--- src/rtl/div_const_pkg.sv ---
// Shared constants and elaboration-time helpers for the constant-divisor pipeline.
// DIV_CONST_REM_EN selects whether the remainder is carried to an out_r port.
package div_const_pkg;

`ifdef DIV_CONST_REM_EN
  localparam bit REM_EN = 1'b1;
`else
  localparam bit REM_EN = 1'b0;
`endif

  function automatic int clog2(input int v);
    int r;
    r = 0;
    for (int i = 0; i < 32; i++) begin
      if ((64'd1 << i) < 64'(v)) r = i + 1;
    end
    return r;
  endfunction

  function automatic int floor_log2(input int v);
    int r;
    r = 0;
    for (int i = 0; i < 32; i++) begin
      if ((v >> i) > 1) r = i + 1;
    end
    return r;
  endfunction

  // Quotient never exceeds (2^W-1)/D, so its top floor_log2(D) bits are always zero.
  function automatic int calc_qw(input int w, input int d);
    return w - floor_log2(d);
  endfunction

  function automatic int calc_rw(input int d);
    return clog2(d);
  endfunction

  function automatic bit params_legal(input int w, input int d, input int chunk, input int tag_w);
    return (w >= 8) && (w <= 64) && (d >= 2) && (d <= 255) &&
           (chunk >= 1) && (chunk <= w) && ((w % chunk) == 0) && (tag_w >= 1);
  endfunction

endpackage

--- src/rtl/div_const_stage.sv ---
// One CHUNK-bit long-division step by the constant D: shifts the next dividend
// chunk into the running remainder and produces one quotient digit.
module div_const_stage #(
  parameter int D     = 3,
  parameter int CHUNK = 4,
  parameter int RW    = 2
) (
  input  logic [RW-1:0]    r_in,
  input  logic [CHUNK-1:0] chunk_in,
  output logic [RW-1:0]    r_out,
  output logic [CHUNK-1:0] q_dig
);

  localparam int AW = RW + CHUNK;
  localparam logic [AW-1:0] DIV = AW'(D);

  logic [AW-1:0] acc;

  // r_in < D keeps the digit below 2^CHUNK, so both casts are lossless.
  always_comb begin
    acc   = {r_in, chunk_in};
    q_dig = CHUNK'(acc / DIV);
    r_out = RW'(acc % DIV);
  end

endmodule

--- src/rtl/div_const_pipe.sv ---
// Pipelined unsigned divide by a constant D, CHUNK dividend bits per stage, with
// valid/ready handshakes and a sideband tag. DIV_CONST_REM_EN adds the out_r port.
module div_const_pipe
  import div_const_pkg::*;
#(
  parameter int W     = 16,
  parameter int D     = 3,
  parameter int CHUNK = 4,
  parameter int TAG_W = 4,
  localparam int QW   = calc_qw(W, D),
  localparam int RW   = calc_rw(D)
) (
  input  logic             clk,
  input  logic             rst_n,
  input  logic             in_valid,
  output logic             in_ready,
  input  logic [W-1:0]     in_x,
  input  logic [TAG_W-1:0] in_tag,
  output logic             out_valid,
  input  logic             out_ready,
  output logic [QW-1:0]    out_q,
`ifdef DIV_CONST_REM_EN
  output logic [RW-1:0]    out_r,
`endif
  output logic [TAG_W-1:0] out_tag
);

  localparam int S = W / CHUNK;

  if (!params_legal(W, D, CHUNK, TAG_W)) begin : g_bad_params
    $error("div_const_pipe: illegal parameters W=%0d D=%0d CHUNK=%0d", W, D, CHUNK);
  end

  logic [S-1:0] v_vec;
  logic [S-1:0] en;
  logic         full;

  // Stage s may load when any stage from s to the output is empty, or the output retires.
  always_comb begin
    full = 1'b1;
    en   = '0;
    for (int s = S - 1; s >= 0; s--) begin
      full  = full & v_vec[s];
      en[s] = out_ready | ~full;
    end
  end

  assign in_ready = en[0];

  for (genvar s = 0; s < S; s++) begin : g_stage
    logic             v_src;
    logic [W-1:0]     x_src;
    logic [RW-1:0]    r_src;
    logic [QW-1:0]    q_src;
    logic [TAG_W-1:0] tag_src;
    logic [RW-1:0]    step_r;
    logic [CHUNK-1:0] step_q;
    logic             load;
    logic             v_q, v_d;
    logic [QW-1:0]    q_q, q_d;
    logic [TAG_W-1:0] tag_q, tag_d;

    if (s == 0) begin : g_head
      assign v_src   = in_valid;
      assign x_src   = in_x;
      assign r_src   = '0;
      assign q_src   = '0;
      assign tag_src = in_tag;
    end else begin : g_body
      assign v_src   = g_stage[s-1].v_q;
      assign x_src   = g_stage[s-1].g_x.x_q;
      assign r_src   = g_stage[s-1].g_r.r_q;
      assign q_src   = g_stage[s-1].q_q;
      assign tag_src = g_stage[s-1].tag_q;
    end

    div_const_stage #(
      .D     (D),
      .CHUNK (CHUNK),
      .RW    (RW)
    ) u_step (
      .r_in     (r_src),
      .chunk_in (x_src[W-1 -: CHUNK]),
      .r_out    (step_r),
      .q_dig    (step_q)
    );

    assign load     = en[s] & v_src;
    assign v_vec[s] = v_q;

    always_comb begin
      v_d   = en[s] ? v_src : v_q;
      q_d   = load ? QW'({q_src, step_q}) : q_q;
      tag_d = load ? tag_src : tag_q;
    end

    always_ff @(posedge clk or negedge rst_n) begin
      if (!rst_n) begin
        v_q   <= 1'b0;
        q_q   <= '0;
        tag_q <= '0;
      end else begin
        v_q   <= v_d;
        q_q   <= q_d;
        tag_q <= tag_d;
      end
    end

    if (s < S - 1) begin : g_x
      logic [W-1:0] x_q, x_d;

      always_comb x_d = load ? (x_src << CHUNK) : x_q;

      always_ff @(posedge clk or negedge rst_n) begin
        if (!rst_n) x_q <= '0;
        else        x_q <= x_d;
      end
    end else begin : g_tail
      logic unused_tail;
      assign unused_tail = ^{x_src, step_r};
    end

    if ((s < S - 1) || REM_EN) begin : g_r
      logic [RW-1:0] r_q, r_d;

      always_comb r_d = load ? step_r : r_q;

      always_ff @(posedge clk or negedge rst_n) begin
        if (!rst_n) r_q <= '0;
        else        r_q <= r_d;
      end
    end
  end

  assign out_valid = g_stage[S-1].v_q;
  assign out_q     = g_stage[S-1].q_q;
  assign out_tag   = g_stage[S-1].tag_q;
`ifdef DIV_CONST_REM_EN
  assign out_r     = g_stage[S-1].g_r.r_q;
`endif

endmodule

--- config.mk ---
export PLATFORM = sky130hd
export DESIGN_NAME = div_const_pipe
export DESIGN_NICKNAME = d
export VERILOG_FILES = /design/src/rtl/div_const_pkg.sv /design/src/rtl/div_const_stage.sv /design/src/rtl/div_const_pipe.sv
export SDC_FILE = /design/constraint.sdc
export NUM_CORES = 1
export LEC_CHECK = 0
export ABC_AREA = 1
export ABC_CLOCK_PERIOD_IN_PS = 1990
export CORE_ASPECT_RATIO = 0.75
export CORE_MARGIN = 2
export CORE_UTILIZATION = 40
export DETAILED_ROUTE_END_ITERATION = 10
export PLACE_DENSITY = 0.59
export SKIP_LAST_GASP = 1
export SYNTH_ARGS = -nofsm -noshare
export SYNTH_HDL_FRONTEND = slang
export SYNTH_SLANG_ARGS = --single-unit
--- constraint.sdc ---
create_clock -name clk -period 1.99 [get_ports clk]
set_input_delay 0.2985 -clock clk [delete_from_list [all_inputs] [get_ports clk]]
set_output_delay 0.2985 -clock clk [all_outputs]
set_load 0.01 [all_outputs]
==> results of run 1 <==
==> area by class of cell <==
cell class / instances / area, um^2 / area share, %
clock inverters: 6 / 80.08 / 1.416
well taps: 132 / 165.2 / 2.920
clock buffers: 10 / 239.0 / 4.226
inverters: 71 / 267.8 / 4.735
repair buffers: 118 / 1035 / 18.30
flip-flops and latches: 86 / 2155 / 38.10
multi-input cells: 322 / 1714 / 30.31
==> per-layer routing <==
layer	vias up	share of wire, %	GRT usage, %
met4	0	0.49	4.510
met1	1520	51	22.38
met3	2	3.1	3.662
li1	1771	-	-
met2	62	45	26.61
met5	-	0	0
==> worst paths after layout <==
| kind | end | startpoint | cells past startpoint |
|---|---|---|---|
| hold reg to reg | g_stage[1].v_q | g_stage[0].v_q | 2 |
| hold / removal | g_stage[0].q_q[2] | in_x[14] | 3 |
| max in group asynchronous | out_q[3] | rst_n | 3 |
| min in group asynchronous | out_q[9] | rst_n | 2 |
| setup / recovery | g_stage[2].g_r.r_q[0] | g_stage[1].g_r.r_q[0] | 20 |
| setup reg to reg | g_stage[2].g_r.r_q[0] | g_stage[1].g_r.r_q[0] | 20 |
==> critical path, delay by kind of cell, from the launching register on <==
| family | cells | cell delay [ps] |
|---|---|---|
| DFF | 1 | 460 |
| AOI/OAI and AO/OA | 3 | 350 |
| adders and majority gates | 2 | 320 |
| and+or+nand+nor | 12 | 810 |
| buffers and inverters | 3 | 140 |
==> per-stage QoR <==
stage | worst slack, ps | utilization [%]
5_1_grt | -384.1 | 58.09
4_1_cts | -185.5 | 56.16
6_report | -222.1 | 58.09
2_1_floorplan | -29.44 | -
3_3_place_gp | -255.1 | 51.28
3_5_place_dp | -408.7 | 51.28
==> logic make-up (layout without fill, tap and decap cells) <==
| kind of cell | count (synthesis) | in the layout | synth area share (%) |
|---|---|---|---|
| adders and majority gates | 8 | 8 | 2.484 |
| DFF | 86 | 86 | 53.40 |
| buffers and inverters | 85 | 205 | 8.444 |
| AOI/OAI and AO/OA | 77 | 77 | 10.43 |
| and+or+nand+nor | 237 | 237 | 25.24 |
==> flip-flops by register name, summed over array words and instances (netlist names) <==
name             flops
g_stage.g_r.r_q      6
g_stage.g_x.x_q     24
g_stage.q_q         21
g_stage.tag_q       12
g_stage.v_q          3
out_q               15
out_tag              4
out_valid            1
==> power breakdown <==
part	internal (uW)	leakage, uW	switching, uW
Combinational	1600	0.00159	1580
Clock	1030	0.000152	700
Sequential	2260	0.00106	332
Total	4890	0.00281	2610
==> what timing repair did <==
action,4_1_cts,5_1_grt
gates resized for setup,18,40
buffers inserted,14,9
hold buffers,1,0
hold endpoints to repair,37,0
pin swaps,19,23
setup endpoints to repair,9,12
==> cell usage in the layout (no fill, tap or decap), drive strengths merged <==
master         instances
dfrtp                 86
dlygate4sd3            1
clkbuf                10
a21oi                  7
ha                     8
bufinv                 1
and2                   1
or2                    1
nand2                182
o21ai                 63
o22ai                  1
nand3                 31
dlygate4sd2            1
clkdlybuf4s50         40
dlymetal6s2s           1
clkinvlp               1
buf                   74
nand3b                 1
nor2                  21
a31oi                  6
clkinv                 4
clkdlybuf4s15          1
inv                   71
==> impl_metrics.tcl, run 1 <==
set metrics [dict create \
    power_uw 7501 \
    holdWs_ps 392.8 \
    synth_top_area_share_pct 53.40 \
    setup_violations 6 \
    row_count 31 \
    synth_common_cells "nand2_1 (170), dfrtp_1 (86), inv_1 (61)" \
    dpl_cell_area_um2 4992 \
    violations "negative setup slack" \
    tritoncts "built" \
    slowest_stage "dfrtp_2" \
    nFillCells 856 \
    ctsHtreeMaxLevel 3 \
    grt_pass1_wl_mm 14.46 \
    fin_nets 640 \
    ant_nets 0 \
    syn_area_per_cell_um2 8.175 \
    die-height_um 90.93 \
    clk_latency_ps 330 \
    cts_buffers 9 \
    r2r_slack_ps -220 \
    grt_max_degree 44 \
    yosys_warnings 0 \
    fin_skew_ps 7.435 \
    crit_type "flop to flop" \
    required_ps 2200 \
    firstDrtPassIters 5 \
    status "finished, violations left" \
    cellPowerDensity_nw_per_um2 1326 \
    num_antenna_cells 0 \
    die_w_um 119.9 \
    period_share_pct 111.2 \
    layoutNonFillerInstCount 745 \
    crit_path_cell_trace "nand2_2 -> nand2_2 -> nand3_2 -> nand2_2 -> a21oi_2 -> nor2_2 -> ha_2 -> a21oi_4 -> nand2_2 -> nand2_1 -> nand2_2 -> inv_2 -> ha_4 -> inv_2 -> nand2_2 -> inv_2 -> nand2_4 -> nand2_4 -> nand2_2 -> o21ai_2" \
    power_leakage_uw 0.002805 \
    yosysMostFrequentCell "nand2_1" \
    port_buffers 44 \
    irDropWorstVdd_mv 0.5090 \
    drc_errors 0 \
    design_area_um2 5655 \
    core_area_um2 9736 \
    clk_pin_slew_ps 60 \
    rsz0062_at_grt "true" \
    cpMostUsedCell "nand2_2" \
    io_pins 45 \
    synth.net_count 525 \
    cts-root-buf "clkbuf_16" \
    drt-vias-per-instance 4.503 \
    ys_ff_latch 86 \
    synth_ff_type "dfrtp_1" \
    drive_gt1_share_pct 28.87 \
    synth_top_cell_by_area "dfrtp_1" \
    dp.cells 706 \
    vias 3355 \
    async_flop_share_pct 100.0 \
    worst-path-max-fanout 6 \
    drt_iter0_drc 202 \
    start_kind "flop" \
    critPathArrivalTime_ps 2420 \
    setup_ws_ps -222.1 \
    ys_top_cells_by_area "dfrtp_1 (53%), nand2_1 (16%), o21ai_0 (6.7%)" \
    dieArea_um2 10900 \
    crit_path_end_kind "flop" \
    max_stage_delay_ps 460 \
    layout_min_cycle_time_ps 2212 \
    hold_violations 0 \
    antenna_found_initial 0 \
    overflow 0 \
    hpwl_mm 5.914 \
    start_util_pct 41.40 \
    maxSlewViolCount 0 \
    syn_to_final_growth_pct 40.33 \
    tightest_slew_ps 584.2 \
    synth_cell_types 26 \
    max-cap-violations 0 \
    syn_inst 493 \
    max_slew_margin_pct 61.05 \
    fin_tns_setup_ps -1043 \
    numClockSinks 86 \
    grt_pass1_vias 3210 \
    hold_path_class "input pin to flop" \
    place.gp.congestion 0.8023 \
    max-clock-path-buffers 2 \
    synth_edf_count 0 \
    yosysSeqAreaShare_pct 53.40 \
    clock.fmax_mhz 452.1 \
    syn-cell-area_um2 4030 \
    routedWlPerCell_um 11.41 \
    wirelength_mm 8.497 \
    grt.total_usage_pct 16.48 \
]
(Power assumes the default switching activity.)
==> inputs of run 2 (changes only) <==
- DONT_BUFFER_PORTS: not set -> 1
- PLACE_DENSITY: 0.59 -> 0.53
==> run 2 against run 1 <==
The flow finishes with violations (negative hold slack, negative setup slack). Non-clock buffer count decreased by 49. Total power decreased by 3.7%. Count of clock-buffer cells in the layout unchanged. Sequential power increased by 5%. Critical path depth decreased by 4. Sequential share of layout area increased by 3.9 points. Cell count decreased by 6.6%. Design area decreased by 9.2%. Flip-flop and latch count unchanged. Setup slack got worse by 30 ps. Largest cell class unchanged. Largest power group unchanged.
==> impl_metrics.tcl, run 2 (same netlist as run 1, synthesis figures left out) <==
set metrics [dict create \
    tritoncts "built" \
    port_buffers 0 \
    drc_errors 0 \
    core_area_um2 9736 \
    crit_type "flop to flop" \
    tightest_slew_ps 420.7 \
    ctsHtreeMaxLevel 3 \
    power_uw 7221 \
    irDropWorstVdd_mv 0.5740 \
    start_kind "flop" \
    fin_skew_ps 4.797 \
    ant_nets 0 \
    drive_gt1_share_pct 29.96 \
    die_w_um 119.9 \
    max_stage_delay_ps 430 \
    grt_max_degree 87 \
    power_leakage_uw 0.002584 \
    vias 3216 \
    period_share_pct 112.7 \
    routedWlPerCell_um 12.55 \
    syn_to_final_growth_pct 27.38 \
    design_area_um2 5134 \
    max-cap-violations 0 \
    firstDrtPassIters 4 \
    cpMostUsedCell "nand2_2" \
    setup_violations 8 \
    crit_buf_inv 3 \
    num_antenna_cells 0 \
    final_common_cell "nand2_1" \
    numClockSinks 86 \
    clk_latency_ps 340 \
    layoutNonFillerInstCount 696 \
    hpwl_mm 5.786 \
    largest_reg_flops 24 \
    r2r_slack_ps -250 \
    clock.fmax_mhz 445.9 \
    row_count 31 \
    wirelength_mm 8.732 \
    top_register "g_stage.g_x.x_q" \
    drt_iter0_drc 173 \
    hold_violations 86 \
    die-height_um 90.93 \
    holdWs_ps -348.2 \
    grt_pass1_wl_mm 14.44 \
    fin_nets 591 \
    dp.cells 648 \
    grt.total_usage_pct 16.79 \
    critical_path.top_delay_family "simple AND/OR/NAND/NOR gates" \
    dieArea_um2 10900 \
    setup_ws_ps -252.4 \
    clk_pin_slew_ps 60 \
    crit_cells 16 \
    max_slew_margin_pct 71.92 \
    final_cell_mix "nand2_1 (155), dfrtp_1 (84), buf_4 (68)" \
    place.gp.congestion 0.7930 \
    required_ps 2220 \
    cts-root-buf "clkbuf_16" \
    rsz0062_at_grt "true" \
    maxSlewViolCount 0 \
    violations "negative hold slack, negative setup slack" \
    dpl_cell_area_um2 4412 \
    r2r_cells 16 \
    hold_path_class "input pin to async pin" \
    status "finished, violations left" \
    cellPowerDensity_nw_per_um2 1407 \
    max-clock-path-buffers 2 \
    worst-path-max-fanout 5 \
    start_util_pct 41.40 \
    drt-vias-per-instance 4.621 \
    critPathArrivalTime_ps 2470 \
    overflow 0 \
    grt_pass1_vias 3111 \
    antenna_found_initial 0 \
    layout_min_cycle_time_ps 2242 \
    crit_path_cell_trace "nand2_1 -> nand2_2 -> nand3_2 -> nand2_2 -> a21oi_2 -> nor2_2 -> ha_2 -> a21oi_4 -> nand2_2 -> buf_4 -> buf_4 -> buf_4 -> nand2_2 -> nand3_1 -> nand3_1 -> nand2_1" \
    io_pins 45 \
    cts_buffers 9 \
    crit_path_end_kind "flop" \
    slowest_stage "dfrtp_1" \
]
-- run 2: changes by cell type in the layout (fill, tap and decap cells not counted), moves of 3 or more --
cell	change
clkdlybuf4s50_1	-40
nand2_2	+4
nor2_2	-4
buf_12	-3
buf_4	-3
nor2_1	+3
o21ai_0	+3
-- run 2: per-stage QoR --
stage | setup slack, ps | setup TNS [ps] | util [%]
after floorplan | -29.44 | -110.5 | -
after global routing | -378.9 | -2388 | 52.73
after detailed placement | -221.3 | -1155 | 45.32
after CTS | -170.1 | -1021 | 50.94
final | -252.4 | -1324 | 52.73
after global placement | -148.3 | -566.5 | 45.32
-- run 2: report_power, final --
part           switching [uW]  leakage [uW]  total [uW]  internal, uW
clock network             693      0.000145        1710          1010
logic                    1470       0.00138        2810          1340
registers                 445       0.00106        2710          2260
-- run 2: path summary, 6_finish.rpt --
check | from | to
worst max-delay path | g_stage[0].g_r.r_q[0] | g_stage[1].g_r.r_q[0]
worst min-delay path | rst_n | g_stage[0].g_r.r_q[1]
worst max register to register | g_stage[0].g_r.r_q[0] | g_stage[1].g_r.r_q[0]
worst min register to register | g_stage[0].v_q | g_stage[1].v_q
max in group asynchronous | rst_n | out_tag[3]
min in group clk | in_x[0] | g_stage[0].g_x.x_q[4]
-- run 2: repair_timing --
action / in CTS / in global routing
endpoints found under the setup margin: 7 / 10
pin swaps: 16 / 26
hold endpoints to repair: 86 / 86
setup buffers: 28 / 4
resized for setup: 11 / 39
-- run 2: layout make-up --
type	instances	area [um^2]
sequential	86	2155
fill	913	4602
clock buffer	10	239.0
multi-input combinational	322	1718
clock inverter	6	67.56
inverter	71	267.8
tap	132	165.2
timing repair buffer	69	521.8
-- run 2: metal layers --
metal  track usage [%]  up-vias  part of all wire (%)
met3             6.818       11                   5.5
li1                  -     1671                     -
met4             5.000        0                   1.3
met1             23.84     1461                    50
met5                 0        -                     0
met2             23.34       73                    43
==> inputs of run 3 (changes only) <==
- ABC_AREA: 1 -> not set
- CTS_CLUSTER_DIAMETER: not set -> 100
==> run 3 against run 2 <==
The run still ends with negative hold slack, negative setup slack left. Design area increased by 0.54%. Total power rose by 8.3%. Setup slack worse by 610 ps. Worst hold slack better by 0.56 ps. Count of clock-buffer cells in the layout decreased by 1.
==> impl_metrics.tcl, run 3 <==
set metrics [dict create \
    status "finished, violations left" \
    violations "negative hold slack, negative setup slack" \
    start_util_pct 40.55 \
    syn-cell-area_um2 4108 \
    critPathArrivalTime_ps 3110 \
    core_area_um2 10130 \
    io_pins 45 \
    setup_ws_ps -867.2 \
    die_w_um 121.0 \
    yosysMostFrequentCell "dfrtp_1" \
    drt_iter0_drc 85 \
    synth.net_count 383 \
    tightest_slew_ps 459.4 \
    wirelength_mm 8.453 \
    rsz0062_at_grt "true" \
    maxSlewViolCount 0 \
    final_common_cell "dfrtp_1" \
    num_antenna_cells 0 \
    fin_nets 431 \
    power_uw 7824 \
    holdWs_ps -347.7 \
    routedWlPerCell_um 15.65 \
    row_count 32 \
    power_leakage_uw 0.002246 \
    tritoncts "built" \
    start_kind "flop" \
    yosysSeqAreaShare_pct 52.39 \
    ant_nets 0 \
    setup_violations 7 \
    hold_violations 86 \
    crit_path_end_kind "flop" \
    vias 2763 \
    final_cell_mix "dfrtp_1 (80), mux2_2 (63), buf_4 (50)" \
    numClockSinks 86 \
    worst-path-max-fanout 5 \
    ys_ff_latch 86 \
    synth_common_cells "dfrtp_1 (86), mux2_2 (63), nand2_1 (32)" \
    synth_ff_type "dfrtp_1" \
    drc_errors 0 \
    max-cap-violations 0 \
    hold_path_class "input pin to async pin" \
    port_buffers 0 \
    top_register "g_stage.g_x.x_q" \
    syn_area_per_cell_um2 11.70 \
    ys_top_cells_by_area "dfrtp_1 (52%), mux2_2 (17%), nand2_1 (2.9%)" \
    synth_edf_count 0 \
    hpwl_mm 5.450 \
    fin_skew_ps 4.115 \
    die-height_um 91.76 \
    antenna_found_initial 0 \
    synth_top_cell_by_area "dfrtp_1" \
    firstDrtPassIters 4 \
    grt_pass1_wl_mm 14.08 \
    max-clock-path-buffers 2 \
    async_flop_share_pct 100.0 \
    dieArea_um2 11100 \
    synth_cell_types 54 \
    place.gp.congestion 0.8217 \
    overflow 0 \
    grt_pass1_vias 2871 \
    max_slew_margin_pct 69.05 \
    period_share_pct 143.6 \
    grt.total_usage_pct 16.49 \
    drt-vias-per-instance 5.117 \
    cellPowerDensity_nw_per_um2 1516 \
    ctsHtreeMaxLevel 3 \
    largest_reg_flops 24 \
    clk_latency_ps 340 \
    syn_inst 351 \
    grt_max_degree 87 \
    dp_slack_ps -1004 \
    required_ps 2240 \
    syn_to_final_growth_pct 25.65 \
    yosys_warnings 0 \
    cts-root-buf "clkbuf_16" \
    layout_min_cycle_time_ps 2857 \
    irDropWorstVdd_mv 0.6631 \
    synth_top_area_share_pct 52.39 \
    cts_buffers 9 \
    clk_pin_slew_ps 60 \
    clock.fmax_mhz 350.0 \
    drive_gt1_share_pct 42.82 \
    crit_type "flop to flop" \
]
## run 3: cell count changes after synthesis, moves of 10 or more
cell and delta:
mux2_2 +63, inv_1 -51, nand2_2 -10, nand2_1 -138, nand3_1 -25, o21ai_0 -32
## run 3: path summary, 6_finish.rpt
check                                           start               endpoint  slack [ps]  cells past startpoint
worst max-delay path            g_stage[0].g_r.r_q[0]  g_stage[1].g_r.r_q[1]        -870                     14
worst min-delay path                            rst_n               out_q[4]        -350                      0
worst max register to register  g_stage[0].g_r.r_q[0]  g_stage[1].g_r.r_q[1]        -870                     14
worst min register to register      g_stage[2].q_q[1]      g_stage[2].q_q[1]         480                      2
max in group asynchronous                       rst_n         g_stage[2].v_q        2150                      0
min in group clk                             in_valid         g_stage[0].v_q          70                      1
## run 3: cells by family after synthesis
family	Yosys count	synth area share (%)
flip-flops	86	52.39
AO/OA/AOI/OAI	69	11.54
buffers and inverters	29	3.046
XOR/XNOR	10	2.132
multiplexers	67	18.25
adder cells (fa/ha/maj)	8	2.437
AND/OR/NAND/NOR	82	10.20
## run 3: cell type report
| type | count | area (um^2) |
|---|---|---|
| Sequential cell | 86 | 2160 |
| Fill cell | 883 | 4969 |
| Clock buffer | 9 | 225.2 |
| Timing Repair Buffer | 56 | 470.5 |
| Tap cell | 136 | 170.2 |
| Multi-Input combinational cell | 236 | 1996 |
| Inverter | 10 | 37.54 |
| Clock inverter | 7 | 102.6 |
## run 3: timing repair
action,CTS,global route
pin swaps,11,9
hold endpoints to repair,86,86
setup endpoints to repair,7,8
setup buffers,8,5
resized for setup,9,19
## run 3: metal layers
| layer | up-vias | track usage [%] | part of all wire [%] |
|---|---|---|---|
| li1 | 1346 | - | - |
| met1 | 1367 | 20.65 | 47 |
| met2 | 38 | 26.78 | 47 |
| met3 | 12 | 5.162 | 4.5 |
| met4 | 0 | 6.105 | 1.6 |
| met5 | - | 0 | 0 |
## run 3: where the power goes
group	total, uW	leakage, uW	switching [uW]	internal (uW)
Clock	1840	0.000157	720	1120
Sequential	2920	0.00102	560	2360
Combinational	3070	0.00107	1320	1750
Total	7820	0.00225	2600	5220
## run 3: stage by stage
step           cell area, um^2  setup TNS (ps)  utilization (%)  cells
3_5_place_dp              4624           -3916            45.65    511
5_1_grt                   5161           -4699            50.95    540
6_report                  5161           -3855            50.95    540
2_1_floorplan             4183           -3155                -    351
3_3_place_gp              4624           -3497            45.65    511
4_1_cts                   5057           -3649            49.93    535
## run 3: critical path, cell delays in order, from the launching register on
cell      delay [ps]
dfrtp_2          440
xnor2_2          170
a211oi_4         270
nor2_2            60
ha_2             180
a311o_1          300
o22a_1           230
a211o_1          270
o21ai_2           80
ha_2             220
nor2_2            40
o221ai_2          70
o32ai_4          140
o211a_1          140
o31ai_2          160
